[config.mk]
export PLATFORM = sky130hd
export DESIGN_NAME = mii_rx_framer_flat
export DESIGN_NICKNAME = d
export VERILOG_FILES = /design/src/rtl/mii_rx_framer_if.sv /design/src/rtl/mii_rx_framer.sv /design/src/flat_wrapper.sv
export SDC_FILE = /design/constraint.sdc
export NUM_CORES = 1
export LEC_CHECK = 0
export CAP_MARGIN = 10
export CORE_ASPECT_RATIO = 1.5
export CORE_MARGIN = 2
export CORE_UTILIZATION = 30
export DETAILED_ROUTE_END_ITERATION = 10
export PLACE_DENSITY = 0.53
export SLEW_MARGIN = 5
export SYNTH_ARGS = -nofsm -noshare
export SYNTH_HDL_FRONTEND = slang
export SYNTH_SLANG_ARGS = --single-unit
[constraint.sdc]
create_clock -name clk -period 2.35 [get_ports clk]
set_clock_uncertainty 0.1 [all_clocks]
set_input_delay 0.235 -clock clk [delete_from_list [all_inputs] [get_ports clk]]
set_output_delay 0.235 -clock clk [all_outputs]
set_load 0.02 [all_outputs]
[src/rtl/mii_rx_framer_if.sv]
// MII receive nibble inputs plus the framed byte stream and end-of-frame report.
// The framer takes the slave view; the PHY side or a bench takes the master view.
interface mii_rx_framer_if;
  logic        mii_rx_dv;
  logic        mii_rx_er;
  logic [3:0]  mii_rxd;
  logic [7:0]  byte_data;
  logic        byte_valid;
  logic        byte_sof;
  logic        frame_end;
  logic        frame_err;
  logic [15:0] frame_len;

  modport master (
    output mii_rx_dv, mii_rx_er, mii_rxd,
    input  byte_data, byte_valid, byte_sof, frame_end, frame_err, frame_len
  );

  modport slave (
    input  mii_rx_dv, mii_rx_er, mii_rxd,
    output byte_data, byte_valid, byte_sof, frame_end, frame_err, frame_len
  );
endinterface

[src/rtl/mii_rx_framer.sv]
// Strips the preamble and SFD from an MII receive stream and packs nibbles into bytes.
// Each frame finishes with one frame_end pulse that carries the byte count and the error status.
module mii_rx_framer #(
  parameter int MIN_PREAMBLE_NIB = 4,
  parameter int MAX_FRAME_BYTES  = 1522
) (
  input  logic           clk,
  input  logic           rst,
  mii_rx_framer_if.slave rx
);
  localparam logic [3:0]  MIN_NIB = 4'(MIN_PREAMBLE_NIB);
  localparam logic [15:0] MAX_LEN = 16'(MAX_FRAME_BYTES);

  typedef enum logic [1:0] {S_IDLE, S_PREAMBLE, S_DATA, S_DROP} state_e;

  state_e      state_q, state_d;
  logic [3:0]  pre_cnt_q, pre_cnt_d;
  logic        phase_q, phase_d;
  logic [3:0]  low_nib_q, low_nib_d;
  logic [15:0] len_q, len_d;
  logic        err_q, err_d;
  logic [7:0]  byte_data_q, byte_data_d;
  logic        byte_valid_q, byte_valid_d;
  logic        byte_sof_q, byte_sof_d;
  logic        frame_end_q, frame_end_d;
  logic        frame_err_q, frame_err_d;
  logic [15:0] frame_len_q, frame_len_d;

  logic sfd_ok;
  logic oversize;
  assign sfd_ok   = (rx.mii_rxd == 4'hD) && (pre_cnt_q >= MIN_NIB);
  assign oversize = phase_q && (len_q == MAX_LEN);

  // NOTE: the reset is synchronous and only checked on the clock edge; non-blocking
  // assignments let every register sample the *_d values from before this edge.
  always_ff @(posedge clk) begin
    if (rst) begin
      state_q      <= S_IDLE;
      pre_cnt_q    <= '0;
      phase_q      <= 1'b0;
      low_nib_q    <= '0;
      len_q        <= '0;
      err_q        <= 1'b0;
      byte_data_q  <= '0;
      byte_valid_q <= 1'b0;
      byte_sof_q   <= 1'b0;
      frame_end_q  <= 1'b0;
      frame_err_q  <= 1'b0;
      frame_len_q  <= '0;
    end else begin
      state_q      <= state_d;
      pre_cnt_q    <= pre_cnt_d;
      phase_q      <= phase_d;
      low_nib_q    <= low_nib_d;
      len_q        <= len_d;
      err_q        <= err_d;
      byte_data_q  <= byte_data_d;
      byte_valid_q <= byte_valid_d;
      byte_sof_q   <= byte_sof_d;
      frame_end_q  <= frame_end_d;
      frame_err_q  <= frame_err_d;
      frame_len_q  <= frame_len_d;
    end
  end

  // NOTE: every signal written here gets a default first, so no path leaves it unassigned and no latch is inferred.
  always_comb begin
    state_d = state_q;
    unique case (state_q)
      S_IDLE:
        if (rx.mii_rx_dv) state_d = (rx.mii_rxd == 4'h5) ? S_PREAMBLE : S_DROP;
      S_PREAMBLE:
        if (!rx.mii_rx_dv)              state_d = S_IDLE;
        else if (rx.mii_rx_er)          state_d = S_DROP;
        else if (rx.mii_rxd == 4'h5)    state_d = S_PREAMBLE;
        else if (sfd_ok)                state_d = S_DATA;
        else                            state_d = S_DROP;
      S_DATA:
        if (!rx.mii_rx_dv)              state_d = S_IDLE;
        else if (oversize)              state_d = S_DROP;
      S_DROP:
        if (!rx.mii_rx_dv)              state_d = S_IDLE;
      default:                          state_d = S_IDLE;
    endcase
  end

  always_comb begin
    pre_cnt_d    = pre_cnt_q;
    phase_d      = phase_q;
    low_nib_d    = low_nib_q;
    len_d        = len_q;
    err_d        = err_q;
    byte_data_d  = '0;
    byte_valid_d = 1'b0;
    byte_sof_d   = 1'b0;
    frame_end_d  = 1'b0;
    frame_err_d  = 1'b0;
    frame_len_d  = '0;
    unique case (state_q)
      S_IDLE:
        if (rx.mii_rx_dv && rx.mii_rxd == 4'h5) pre_cnt_d = 4'd1;
      S_PREAMBLE:
        if (rx.mii_rx_dv && !rx.mii_rx_er) begin
          if (rx.mii_rxd == 4'h5 && pre_cnt_q != 4'hF) pre_cnt_d = pre_cnt_q + 4'd1;
          if (sfd_ok) begin
            phase_d = 1'b0;
            len_d   = '0;
            err_d   = 1'b0;
          end
        end
      S_DATA:
        if (rx.mii_rx_dv) begin
          phase_d = ~phase_q;
          if (rx.mii_rx_er) err_d = 1'b1;
          if (!phase_q) begin
            low_nib_d = rx.mii_rxd;
          end else if (oversize) begin
            // The byte that would exceed the limit is swallowed and the frame is closed as bad.
            frame_end_d = 1'b1;
            frame_err_d = 1'b1;
            frame_len_d = MAX_LEN;
          end else begin
            byte_valid_d = 1'b1;
            byte_data_d  = {rx.mii_rxd, low_nib_q};
            byte_sof_d   = (len_q == '0);
            len_d        = len_q + 16'd1;
          end
        end else begin
          // A leftover low nibble (phase 1) is a dribble nibble: dropped and flagged as an error.
          frame_end_d = 1'b1;
          frame_err_d = err_q | phase_q;
          frame_len_d = len_q;
        end
      default: ;
    endcase
  end

  assign rx.byte_data  = byte_data_q;
  assign rx.byte_valid = byte_valid_q;
  assign rx.byte_sof   = byte_sof_q;
  assign rx.frame_end  = frame_end_q;
  assign rx.frame_err  = frame_err_q;
  assign rx.frame_len  = frame_len_q;
endmodule

[src/flat_wrapper.sv]
// flat-port wrapper written by rule: the top's interface ports become plain ports
module mii_rx_framer_flat 
#(
  parameter int MIN_PREAMBLE_NIB = 4,
  parameter int MAX_FRAME_BYTES  = 1522
)
  (clk, rst, rx_mii_rx_dv, rx_mii_rx_er, rx_mii_rxd, rx_byte_data, rx_byte_valid, rx_byte_sof, rx_frame_end, rx_frame_err, rx_frame_len);
  mii_rx_framer_if rx_i ();
  input  logic clk;
  input  logic rst;
  input wire logic [$bits(rx_i.mii_rx_dv)-1:0] rx_mii_rx_dv;
  input wire logic [$bits(rx_i.mii_rx_er)-1:0] rx_mii_rx_er;
  input wire logic [$bits(rx_i.mii_rxd)-1:0] rx_mii_rxd;
  output wire logic [$bits(rx_i.byte_data)-1:0] rx_byte_data;
  output wire logic [$bits(rx_i.byte_valid)-1:0] rx_byte_valid;
  output wire logic [$bits(rx_i.byte_sof)-1:0] rx_byte_sof;
  output wire logic [$bits(rx_i.frame_end)-1:0] rx_frame_end;
  output wire logic [$bits(rx_i.frame_err)-1:0] rx_frame_err;
  output wire logic [$bits(rx_i.frame_len)-1:0] rx_frame_len;
  assign rx_i.mii_rx_dv = rx_mii_rx_dv;
  assign rx_i.mii_rx_er = rx_mii_rx_er;
  assign rx_i.mii_rxd = rx_mii_rxd;
  assign rx_byte_data = rx_i.byte_data;
  assign rx_byte_valid = rx_i.byte_valid;
  assign rx_byte_sof = rx_i.byte_sof;
  assign rx_frame_end = rx_i.frame_end;
  assign rx_frame_err = rx_i.frame_err;
  assign rx_frame_len = rx_i.frame_len;
  mii_rx_framer #(.MIN_PREAMBLE_NIB(MIN_PREAMBLE_NIB), .MAX_FRAME_BYTES(MAX_FRAME_BYTES)) u_core (.clk(clk), .rst(rst), .rx(rx_i));
endmodule
==> flow_summary.ini, run 1 <==
[setup_path]
critical_path.cell_chain = nor4_2 -> nand4_2 -> o22ai_2 -> nor3_1 -> o21a_1
worst_setup_path_start_kind = flop
worst_path_arrival_time_ps = 2120
required_ps = 2440
critical_path.top_delay_family = simple AND/OR/NAND/NOR gates
critical-path-slowest-cell = nor4_2
timing.critical_path.slowest_cell_delay_ps = 470
worst-path-buf-inv = 0
cp_max_fo = 7
worstSetupEndpointType = flop
setup.worst_path.class = reg2reg

[route]
routed_via_density = 4.96
drt_first_pass_iters = 4
drt_drc_violations_left = 0
totalWireLength_mm = 6.17
drt_iter0_markers = 100
routed_wire_length_per_instance_um = 15.0
detail-route-antenna-nets = 0
via_count = 2033

[logic_synthesis]
synth_top_flop_cell = dfxtp_1
seq_area_frac_synth_pct = 47.1
syn-mean-instance-area_um2 = 9.12
synth_cells = 261
ys_seq_elements = 56
synth-edff-count = 0
synth_area_um2 = 2380
synthArstFlopShare_pct = 0
synth_warn = 0
yosys.cell_types.count = 54
postSynthNetCount = 273

[final_layout]
layoutNonFillerInstCount = 410
finish.utilization_pct = 40.0
final_common_cell = dfxtp_1
post_route_cell_area_um2 = 3060
drive_above_1_share_pct = 13.3
insertedDiodeCount = 0
nNetsFinal = 319
layout_common_cells = 56 x dfxtp_1, 35 x clkdlybuf4s50_1, 33 x nor2_1, 18 x a21oi_1
syn_to_final_growth_pct = 28.8

[sta]
setup_viol_count_final = 0
finalHoldViolations = 0
fin_crit_sh_pct = 86.2
relSlewSlack_pct = 56.0
timing_max_transition_violations_final = 0
worst_pin_slew_ps = 654
finalCriticalPeriod_ps = 2030
timing.setup.tns_ps = 0
fmax_ghz = 0.494
grt_setup_unrepaired = no

[global_routing]
largest_net_degree_at_the_start_of_global_routing = 25
grt_pass1_wl_mm = 10.1
first_global_vias = 2015
antenna_found_initial = 0
global_route.overflow_total = 0
track_usage_pct = 14.9

[clock_network]
ctsResizeCount = 0
h-tree-depth = 2
cts.reportedPaths.clkPinSlew_ps = 70
clock_tree_from_tritoncts = built
ctsRootBufferMaster = clkbuf_16
tritoncts.num_buffers = 5
clock_sinks = 56
worstSkewPairLatency_ps = 300
hold_buffers = 0
post-cts-setup-buffer-count = 0
cts-root-to-sink-buffers = 2

[floorplanning]
start_util_pct = 31.1
die_height_um = 113
floorplan.die_area_um2 = 8680
ios = 36
chipWidth_um = 76.7
core-area_um2 = 7660
rows = 39

[pwr]
power.share.switching_pct = 22.7
worst_ir_drop_vdd_mv = 0.355
p_clk_share_pct = 40.3
cellLeakagePower_nw = 1.13
sequentialPowerShare_pct = 52.1
power.internal_mw = 1.45
share_comb_of_total_power_pct = 7.6
sw_pwr_mw = 0.425
finalPower_mw = 1.88
power_density_nw_per_um2 = 612

[place]
dp_hpwl_mm = 4.55
place.port_buffers = 35
globalplace.congestion = 0.912
place.detailed.instances = 402
place_area_um2 = 2920

[job]
cap_violations = 0

[hold_path]
path_type_of_the_worst_min_delay_path = reg2reg

[status]
outcome = complete, no violations
[kinds of logic (layout without fill, tap and decap cells)]
family | Yosys count | in the layout | synth area share [%]
adder cells (fa/ha/maj) | 4 | 4 | 2.10
AO/OA/AOI/OAI | 56 | 56 | 15.1
multiplexers | 6 | 6 | 2.52
flip-flops | 56 | 56 | 47.1
buffers and inverters | 20 | 67 | 3.79
AND/OR/NAND/NOR | 119 | 119 | 29.4
[worst paths after layout]
check                           start                endpoint  slack (ps)  cells past startpoint
hold / removal    u_core.low_nib_q[2]  u_core.rx.byte_data[2]         360                      1
setup / recovery      u_core.len_q[9]         u_core.len_q[8]         320                      5
setup reg to reg      u_core.len_q[9]         u_core.len_q[8]         320                      5
hold reg to reg   u_core.low_nib_q[2]  u_core.rx.byte_data[2]         360                      1
[power by group through the flow]
stage                     clock network, mW  logic (mW)  registers (mW)
after CTS                             0.778       0.145           0.977
after detailed placement                  0       0.145           0.999
after floorplan                           0      0.0836           0.998
after global routing                  0.806       0.158           0.978
final                                 0.756       0.143           0.976
after global placement                    0       0.144           0.998
[cells in the mapped netlist, types with 3 or more instances]
cell type / n / area share [%]
a211oi_1: 3 / 0.95
clkbuf_1: 7 / 1.1
nand3_1: 9 / 1.9
nor4_1: 4 / 1.1
nand2b_1: 4 / 1.1
nand2_1: 13 / 2.1
dfxtp_1: 56 / 47
o21a_1: 4 / 1.3
o21ai_0: 13 / 2.7
nor3_1: 7 / 1.5
nor4_2: 3 / 1.6
inv_1: 7 / 1.1
a21oi_1: 18 / 3.8
o211ai_1: 3 / 0.95
mux2i_1: 6 / 2.5
and2_1: 16 / 4.2
ha_1: 4 / 2.1
buf_2: 3 / 0.63
a31oi_1: 3 / 0.79
nand4_1: 3 / 0.79
nor2_1: 33 / 5.2
[per-stage QoR]
step	hold WS [ps]	setup WS, ps
finish	365	325
global route	397	144
CTS	372	285
detailed placement	349	120
global placement	351	183
floorplan	257	642
[final cells by class]
class                      count  area, µm²
clock buffer                   8        146
fill                         802       4600
inverter                       8       30.0
multi-input combinational    185       1170
sequential                    56       1120
tap                          102        128
timing repair buffer          51        470
[layer usage]
metal / global-route usage, % / up-vias / routed length, µm
met5: 0 / - / 0
met2: 28.7 / 38 / 3420
met1: 15.4 / 963 / 2390
met3: 2.71 / 9 / 217
met4: 7.03 / 0 / 145
li1: - / 1023 / -
[worst register-to-register path, delay by kind of cell (launching register included)]
family / cells / cell delay, ps
AOI/OAI and AO/OA: 2 / 570
DFF: 1 / 360
and+or+nand+nor: 3 / 880
[sequential cells by signal, indices dropped and copies added, names as in the netlist, 2 cells and up]
name                 count
u_core.pre_cnt_q         4
u_core.low_nib_q         4
u_core.rx.byte_data      8
u_core.len_q            16
u_core.rx.frame_len     16
u_core.state_q           2
(Power assumes the default switching activity.)
==> inputs of run 2 (changes only) <==
CAP_MARGIN = 25   (was 10)
CTS_BUF_LIST = sky130_fd_sc_hd__clkbuf_4 sky130_fd_sc_hd__clkbuf_8 sky130_fd_sc_hd__clkbuf_16   (was unset)
==> flow_summary.ini, run 2 (synthesis results as in run 1) <==
[sta]
timing.setup.tns_ps = 0
fmax_ghz = 0.492
relSlewSlack_pct = 55.4
finalHoldViolations = 0
fin_crit_sh_pct = 86.6
finalCriticalPeriod_ps = 2030
worst_pin_slew_ps = 663
timing_max_transition_violations_final = 0
setup_viol_count_final = 0
grt_setup_unrepaired = no

[clock_network]
post-cts-setup-buffer-count = 0
tritoncts.num_buffers = 5
ctsResizeCount = 0
ctsRootBufferMaster = clkbuf_16
worstSkewPairLatency_ps = 300
cts-root-to-sink-buffers = 2
cts.reportedPaths.clkPinSlew_ps = 70
hold_buffers = 0
clock_sinks = 56
h-tree-depth = 2
clock_tree_from_tritoncts = built

[final_layout]
layout.filler_cells = 801
post_route_cell_area_um2 = 3070
multi_input_comb_area_um2 = 1170
syn_to_final_growth_pct = 29.1
drive_above_1_share_pct = 14.0
insertedDiodeCount = 0
final_common_cell = dfxtp_1
nNetsFinal = 319
layout.area.seq_um2 = 1120
layout_common_cells = 56 x dfxtp_1, 35 x clkdlybuf4s50_1, 33 x nor2_1, 18 x a21oi_1

[route]
dr_wl_met3_um = 195
m1WireLength_mm = 2.41
dr_wl_met2_mm = 3.47
drt_drc_violations_left = 0
routed_via_density = 5.01
top_layer_used = met4
drt_first_pass_iters = 4
totalWireLength_mm = 6.22
via_count = 2053
drt_iter0_markers = 83
routed_wire_length_per_instance_um = 15.2
detail-route-antenna-nets = 0

[setup_path]
timing.critical_path.slowest_cell_delay_ps = 470
critical_path.top_delay_family = simple AND/OR/NAND/NOR gates
required_ps = 2440
critical-path-slowest-cell = nor4_2
critical_path.cell_chain = nor4_2 -> nand4_2 -> o22ai_2 -> nor3_1 -> o21a_1
worstSetupEndpointType = flop
worst-path-buf-inv = 0
worst_setup_path_start_kind = flop
cp_max_fo = 7
r2r_slack_ps = 320
worst_path_arrival_time_ps = 2130
setup.worst_path.class = reg2reg

[pwr]
worst_ir_drop_vdd_mv = 0.353
cellLeakagePower_nw = 1.13
power_density_nw_per_um2 = 618

[global_routing]
antenna_found_initial = 0
grt_pass1_wl_mm = 10.1
largest_net_degree_at_the_start_of_global_routing = 25
first_global_vias = 2014
track_usage_pct = 15.0
global_route.overflow_total = 0

[hold_path]
path_type_of_the_worst_min_delay_path = reg2reg

[place]
dp_hpwl_mm = 4.55
globalplace.congestion = 0.912
place_area_um2 = 2920
place.port_buffers = 35

[floorplanning]
floorplan.die_area_um2 = 8680
start_util_pct = 31.1
rows = 39
chipWidth_um = 76.7
ios = 36
core-area_um2 = 7660
die_height_um = 113

[job]
cap_violations = 0

[status]
outcome = complete, no violations
[run 2: final timing paths]
check	start	endpoint	cells past startpoint
max	u_core.len_q[9]	u_core.len_q[8]	5
min reg2reg	u_core.low_nib_q[2]	u_core.rx.byte_data[2]	1
max reg2reg	u_core.len_q[9]	u_core.len_q[8]	5
min	u_core.low_nib_q[2]	u_core.rx.byte_data[2]	1
[run 2: through the flow]
step	cells	setup slack [ps]	power, mW	utilization, %	hold slack (ps)
4_1_cts	410	284	1.92	40.1	372
3_5_place_dp	402	120	1.14	38.1	349
2_1_floorplan	261	642	1.08	-	257
5_1_grt	410	141	1.97	40.1	397
6_report	410	316	1.90	40.1	365
3_3_place_gp	402	183	1.14	38.1	351
[run 2: final cells by class]
class / count / area share, %
timing repair buffer: 51 / 15.3
clock buffer: 8 / 5.01
sequential: 56 / 36.5
inverter: 8 / 0.978
multi-input combinational: 185 / 38.0
tap: 102 / 4.15
[run 2: report_power, final]
part           switching, mW  total (mW)  internal (mW)
sequential            0.0139       0.976          0.962
combinational         0.0816       0.144         0.0619
clock                  0.329       0.778          0.449
[run 2: per-layer routing]
layer	track usage [%]	vias to the layer above
li1	-	1024
met1	15.4	977
met2	28.8	43
met3	2.71	9
met4	7.03	0
met5	0	-
==> inputs of run 3 (changes only) <==
CTS_CLUSTER_DIAMETER = 40   (was unset)
clock period = 1.95 ns   (was 2.35 ns; I/O delays follow)
==> flow_summary.ini, run 3 (synthesis results as in run 1) <==
[global_routing]
globalRouteMet2Util_pct = 28.9
gr-usage-met1_pct = 16.7
global_route.overflow_total = 0
first_global_vias = 2148
antenna_found_initial = 0
largest_net_degree_at_the_start_of_global_routing = 17
track_usage_pct = 15.6
grt_pass1_wl_mm = 10.7
globalRoute.busiestLayer = met2
grt_util_met3_pct = 2.71

[route]
routed_via_density = 4.90
drt_first_pass_iters = 4
drt_drc_violations_left = 0
totalWireLength_mm = 6.32
routed_wire_length_per_instance_um = 14.2
via_count = 2174
drt_iter0_markers = 125
detail-route-antenna-nets = 0

[floorplanning]
floorplan.die_area_um2 = 8680
die_height_um = 113
ios = 36
chipWidth_um = 76.7
core-area_um2 = 7660
start_util_pct = 31.1
rows = 39

[setup_path]
worst_path_arrival_time_ps = 1920
worst_r2r_path_depth = 7
worst_setup_path_start_kind = flop
timing.critical_path.slowest_cell_delay_ps = 420
critical_path.cell_chain = inv_1 -> ha_1 -> and4_1 -> nand4_2 -> buf_4 -> nand3_2 -> o41ai_1
cp_max_fo = 4
setup.worst_path.class = reg2reg
critical-path-slowest-cell = o41ai_1
worstSetupEndpointType = flop
required_ps = 2020

[final_layout]
nNetsFinal = 356
final_common_cell = dfxtp_1
layoutNonFillerInstCount = 444
multi_input_comb_area_um2 = 1180
insertedDiodeCount = 0
drive_above_1_share_pct = 23.4
layout.area.seq_um2 = 1120
layout_common_cells = 55 x dfxtp_1, 53 x buf_4, 35 x clkdlybuf4s50_1, 33 x nor2_1, 17 x a21oi_1
syn_to_final_growth_pct = 40.0
layout.filler_cells = 764

[sta]
timing_max_transition_violations_final = 0
relSlewSlack_pct = 69.0
fin_crit_sh_pct = 94.9
worst_pin_slew_ps = 463
finalHoldViolations = 0
finalCriticalPeriod_ps = 1850
grt_setup_unrepaired = yes
fmax_ghz = 0.540
setup_viol_count_final = 0

[clock_network]
worstSkewPairLatency_ps = 290
cts-root-to-sink-buffers = 2
tritoncts.num_buffers = 5
ctsRootBufferMaster = clkbuf_16
cts.reportedPaths.clkPinSlew_ps = 70
clock_tree_from_tritoncts = built
h-tree-depth = 2
clock_sinks = 56
post-cts-setup-buffer-count = 0

[place]
place.port_buffers = 35
globalplace.congestion = 0.901
dp_hpwl_mm = 4.79
place.detailed.instances = 439

[pwr]
p_clk_share_pct = 37.7
cellLeakagePower_nw = 1.30
sequentialPowerShare_pct = 53.0
finalPower_mw = 2.21
power.internal_mw = 1.71
sw_pwr_mw = 0.499
power.share.switching_pct = 22.6
share_comb_of_total_power_pct = 9.3
power_density_nw_per_um2 = 664
worst_ir_drop_vdd_mv = 0.507

[hold_path]
path_type_of_the_worst_min_delay_path = reg2reg
hold_path_depth = 1

[job]
cap_violations = 0

[status]
outcome = complete, no violations
-- run 3: critical path: cells and delay by family, from the launching register on --
family / cells / cell delay (ps)
flops: 1 / 330
compound gates: 1 / 420
fa+ha+maj: 1 / 200
simple gates: 3 / 470
buf+inv: 2 / 200
-- run 3: cell type report --
cell class | instances | share of cell area [%]
repair buffers | 88 | 22.5
clock buffers | 5 | 3.76
well taps | 102 | 3.83
flip-flops and latches | 56 | 33.7
inverters | 8 | 0.902
multi-input cells | 185 | 35.3
-- run 3: metrics by stage --
step / area (µm²) / setup WS [ps] / TNS, ps / utilization (%) / hold WS, ps
detailed placement: 3200 / -133 / -1220 / 41.7 / 360
CTS: 3320 / 46.1 / 0 / 43.3 / 377
finish: 3330 / 98.6 / 0 / 43.5 / 365
global route: 3330 / -11.9 / -11.9 / 43.5 / 378
global placement: 3200 / -135 / -1130 / 41.7 / 355
floorplan: 2380 / 242 / 0 / - / 217
-- run 3: repair_timing --
action,CTS,global route
gates resized for setup,0,3
endpoints found under the setup margin,0,12
hold buffers,0,0
-- run 3: power by group through the flow --
stage               clock network [mW]  logic (mW)  registers, mW
finish                           0.834       0.205           1.17
global route                     0.910       0.230           1.17
CTS                              0.862       0.206           1.17
detailed placement                   0       0.205           1.20
global placement                     0       0.204           1.20
floorplan                            0       0.101           1.20
-- run 3: routing by layer --
layer / up-vias / wire (µm)
li1: 1092 / -
met1: 1018 / 2460
met2: 50 / 3430
met3: 14 / 207
met4: 0 / 223
met5: - / 0
-- run 3: final timing paths --
kind,from,end,slack (ps)
max,u_core.len_q[0],u_core.len_q[14],100
min,u_core.low_nib_q[0],u_core.rx.byte_data[0],370
max reg2reg,u_core.len_q[0],u_core.len_q[14],100
min reg2reg,u_core.low_nib_q[0],u_core.rx.byte_data[0],370
